--- src/rtl/eros_obi_arbiter.sv ---
// eros_obi_arbiter: round-robin arbiter that shares one OBI RAM bank among
// NREQ requesters, with at most one outstanding bank transaction.
// Optional starvation monitor enabled by defining EROS_ARB_STARVE_MON_EN.
//
// state | meaning
// IDLE  | no outstanding transaction, issue window open
// BUSY  | one transaction granted, waiting for s_rvalid_i
module eros_obi_arbiter #(
  parameter int NREQ         = 4,
  parameter int STARVE_LIMIT = 15
) (
  input  logic                  clk_i,
  input  logic                  rst_i,
  input  logic [NREQ-1:0]       m_req_i,
  input  logic [NREQ-1:0][31:0] m_addr_i,
  input  logic [NREQ-1:0][31:0] m_wdata_i,
  input  logic [NREQ-1:0]       m_we_i,
  input  logic [NREQ-1:0][3:0]  m_be_i,
  output logic [NREQ-1:0]       m_gnt_o,
  output logic [NREQ-1:0]       m_rvalid_o,
  output logic [31:0]           m_rdata_o,
  output logic                  s_req_o,
  output logic [31:0]           s_addr_o,
  output logic                  s_we_o,
  output logic [3:0]            s_be_o,
  output logic [31:0]           s_wdata_o,
  input  logic                  s_gnt_i,
  input  logic                  s_rvalid_i,
  input  logic [31:0]           s_rdata_i,
  output logic [NREQ-1:0]       starve_o
);

  localparam int PW = (NREQ > 1) ? $clog2(NREQ) : 1;
  localparam logic [0:0] IDLE = 1'b0;
  localparam logic [0:0] BUSY = 1'b1;

  logic [0:0]    state;
  logic [PW-1:0] last_ptr;
  logic [PW-1:0] owner;
  logic [PW-1:0] winner;
  logic          found;
  logic          issue_win;
  logic          handshake;
  int            scan_idx;

  // The issue window is also open on the closing rvalid cycle so that
  // back-to-back transactions need no idle bank cycle.
  assign issue_win = !rst_i && ((state == IDLE) || s_rvalid_i);
  assign s_req_o   = issue_win && found;
  assign handshake = s_req_o && s_gnt_i;
  assign m_rdata_o = s_rdata_i;

  // Rotating-priority scan starting just after the last granted index.
  always_comb begin
    found    = 1'b0;
    winner   = '0;
    scan_idx = 0;
    for (int k = 1; k <= NREQ; k++) begin
      scan_idx = int'(last_ptr) + k;
      if (scan_idx >= NREQ) scan_idx = scan_idx - NREQ;
      if (!found && m_req_i[scan_idx]) begin
        found  = 1'b1;
        winner = PW'(scan_idx);
      end
    end
  end

  // Bank-side request fields mirror the winner; zero when not requesting.
  always_comb begin
    s_addr_o  = '0;
    s_we_o    = 1'b0;
    s_be_o    = '0;
    s_wdata_o = '0;
    if (s_req_o) begin
      s_addr_o  = m_addr_i[winner];
      s_we_o    = m_we_i[winner];
      s_be_o    = m_be_i[winner];
      s_wdata_o = m_wdata_i[winner];
    end
  end

  // Grant and response steering back to the requesters.
  always_comb begin
    m_gnt_o    = '0;
    m_rvalid_o = '0;
    if (s_req_o) m_gnt_o[winner] = s_gnt_i;
    if (!rst_i && (state == BUSY) && s_rvalid_i) m_rvalid_o[owner] = 1'b1;
  end

  // Transaction state, round-robin pointer and current owner.
  always_ff @(posedge clk_i) begin
    if (rst_i) begin
      state    <= IDLE;
      last_ptr <= PW'(NREQ - 1);
      owner    <= '0;
    end else if (handshake) begin
      state    <= BUSY;
      last_ptr <= winner;
      owner    <= winner;
    end else if ((state == BUSY) && s_rvalid_i) begin
      state <= IDLE;
    end
  end

`ifdef EROS_ARB_STARVE_MON_EN
  localparam logic [3:0] LIM = 4'(STARVE_LIMIT);

  logic [3:0]      wait_cnt [NREQ];
  logic [NREQ-1:0] waiting;

  assign waiting = m_req_i & ~m_gnt_o;

  // Per-requester wait counters; saturate at the limit until cleared.
  always_ff @(posedge clk_i) begin
    for (int i = 0; i < NREQ; i++) begin
      if (rst_i || !waiting[i]) begin
        wait_cnt[i] <= '0;
      end else if (wait_cnt[i] != LIM) begin
        wait_cnt[i] <= wait_cnt[i] + 4'd1;
      end
    end
  end

  // Pulse on the waiting cycle in which the counter reaches the limit.
  always_comb begin
    starve_o = '0;
    for (int i = 0; i < NREQ; i++) begin
      starve_o[i] = !rst_i && waiting[i] && (wait_cnt[i] != LIM) &&
                    ((wait_cnt[i] + 4'd1) == LIM);
    end
  end
`else
  assign starve_o = '0;
`endif

endmodule

--- config.mk ---
export PLATFORM = sky130hd
export DESIGN_NAME = eros_obi_arbiter
export DESIGN_NICKNAME = d
export VERILOG_FILES = /design/src/rtl/eros_obi_arbiter.sv
export SDC_FILE = /design/constraint.sdc
export NUM_CORES = 1
export LEC_CHECK = 0
export BUFFER_PORTS_ARGS = -buffer_cell sky130_fd_sc_hd__clkbuf_2
export CORE_AREA = 2 2 165 167
export DETAILED_ROUTE_END_ITERATION = 10
export DIE_AREA = 0 0 167 169
export GPL_ROUTABILITY_DRIVEN = 0
export PLACE_DENSITY_LB_ADDON = 0.08
export SETUP_SLACK_MARGIN = 0.15
export SYNTH_ARGS = -nofsm -noshare
export SYNTH_HDL_FRONTEND = slang
export SYNTH_SLANG_ARGS = --single-unit
--- constraint.sdc ---
create_clock -name clk_i -period 1.8 [get_ports clk_i]
set_input_delay 0.36 -clock clk_i [delete_from_list [all_inputs] [get_ports clk_i]]
set_output_delay 0.36 -clock clk_i [all_outputs]
set_load 0.05 [all_outputs]
==> impl_metrics.ini <==
[detailed_routing]
drtIter0Drc = 63
vias = 4258
vias_per_cell = 4.03
drt_first_pass_iters = 4
ant_nets = 0
drc = 0
wl_per_cell_um = 17.1
routed_wl_um = 18000

[timing]
worst_slack_ns = -0.682
rsz0062_at_grt = true
tightest_slew_ns = 0.499
setup-violations-final = 73
hold_violations = 0
tns_ns = -42.14
fin_crit_ns = 2.48
slew_headroom_pct = 66.5
fmax_mhz = 403
clock_skew_ns = 0.00190
period_share_pct = 138
maxSlewViolCount = 0

[floorplanning]
core_um2 = 26500
initial_core_util_pct = 10.3
die_w_um = 167
row_count = 60
io_pins = 430
die_y_um = 169
die_area_um2 = 28200

[yosys]
syn_inst = 324
synth_top_area_cell = mux2i_1
synth.most_common_cell = mux2i_1
synthTopCellsByCount = mux2i_1, o22ai_1, buf_4
synth_top_area_share_pct = 50.9
synth-async-reset-ratio_pct = 0
synth.cell_area_um2 = 2730
syn_area_per_cell_um2 = 8.43
ys.flop_type = dfxtp_1
ys_ff_latch = 5
seq_area_frac_synth_pct = 3.66
synth-edff-count = 0
ys_warn_count = 0
synth_cell_types = 31
synth_area_leaders = mux2i_1, o22ai_1, buf_4

[clock_network]
ctsHoldBuffers = 0
cts_buffers = 3
cts_max_path_buffers = 2
cts_tree = built
path_clk_slew_ns = 0.03
cts-root-buf = clkbuf_16
clk-insertion-delay-late_ns = 0.23
cts_max_level = 1
clock_sinks = 5

[setup_path]
end_kind = primary output
cp.required_ns = 1.44
crit_path_max_fanout = 8
crit_type = register to primary output
regToRegSetupSlack_ns = 0.09
arrival_ns = 2.12
cp-start-kind = register

[pwr]
powerDensity_nw_per_um2 = 549
worst_ir_drop_vdd_mv = 0.239
p_leak_nw = 3.51

[global_routing]
grt_pass1_vias = 4767
grt-ovfl-total = 0
grt_start_max_net_pins = 18
antenna_found_initial = 0
grt_pass1_wl_um = 26400
track_usage_pct = 11.8

[place]
dp_hpwl_um = 14400
io_buffers = 361

[final_layout]
area_growth_pct = 225
antenna_cells = 0
drive_gt1_share_pct = 94.1
fin_util_pct = 33.5
fin_nets = 1032

[worst_hold_path]
holdCritPathClass = primary input to register

[job]
cap_violations = 0

[status]
status = complete, but fails checks
failed_checks = negative setup slack
[routing by layer]
metal / wire length [µm] / track usage, % / vias to the layer above
met3: 1420 / 2.83 / 14
met5: 0 / 0 / -
met4: 235 / 1.99 / 0
met2: 10700 / 23.9 / 229
met1: 5680 / 12.4 / 1989
li1: - / - / 2026
[timing repair]
action / in CTS / in global routing
gates cloned: 6 / 2
pin swaps: 42 / 49
resized for setup: 345 / 130
setup endpoints to repair: 77 / 79
buffers inserted: 10 / 3
[flip-flops by register name, summed over array words and instances (netlist names)]
name,flops
last_ptr,2
owner,2
state,1
[cell usage in the layout (no fill, tap or decap), drive strengths merged]
cell type / count
nand2: 9
inv: 1
a21oi: 4
dfxtp: 5
and3: 3
o32ai: 1
nor3b: 1
o32a: 1
buf: 163
or2: 1
nor4: 1
nor2b: 2
o22ai: 69
nand2b: 3
and3b: 1
nor3: 4
mux2i: 139
o21bai: 1
clkbuf: 291
o22a: 1
a21boi: 1
conb: 4
or3: 1
nor2: 7
o21ai: 1
[worst max-delay path, stage by stage, from the launching register on]
cell and delay, ns:
dfxtp_4 0.36, mux2i_1 0.18, o22a_1 0.18, o21ai_4 0.07, buf_12 0.15, buf_16 0.16, buf_16 0.16, mux2i_1 0.13
buf_4 0.15, o22ai_4 0.16, buf_12 0.16
[power by group]
| part | total [mW] | internal [mW] | switching (mW) |
|---|---|---|---|
| Sequential | 0.130 | 0.119 | 0.0106 |
| Combinational | 4.38 | 2.24 | 2.14 |
| Clock | 0.365 | 0.293 | 0.0719 |
| Total | 4.88 | 2.66 | 2.22 |
[logic make-up after synthesis]
logic type / Yosys count / share of synthesized area, %
buffers and inverters: 68 / 20.5
AND/OR/NAND/NOR: 32 / 6.09
multiplexers: 139 / 50.9
flip-flops: 5 / 3.66
other: 1 / 0.137
AO/OA/AOI/OAI: 79 / 18.7
[metrics by stage]
stage	area [µm²]	setup slack [ns]	power [mW]	instances	hold slack, ns
2_1_floorplan	3920	-0.440	2.46	327	0.500
3_3_place_gp	6400	-0.785	3.22	1031	0.546
3_5_place_dp	6400	-0.781	3.23	1031	0.539
4_1_cts	8330	-0.702	4.59	1051	0.419
5_1_grt	8880	-0.776	5.09	1056	0.418
6_report	8880	-0.682	4.88	1056	0.420
[area by class of cell]
cell class / count / area [µm²]
clock buffers: 4 / 78.8
well taps: 341 / 427
repair buffers: 450 / 3960
fillers: 2684 / 17600
flip-flops and latches: 5 / 105
multi-input cells: 255 / 4310
inverters: 1 / 3.75
[path summary, 6_finish.rpt]
kind | startpoint | cells past startpoint | end
setup / recovery | last_ptr[1] | 10 | s_addr_o[2]
hold / removal | s_rvalid_i | 4 | state
setup reg to reg | last_ptr[1] | 10 | last_ptr[0]
hold reg to reg | owner[1] | 2 | owner[1]
Note: power is estimated with default switching activity, not from simulation.
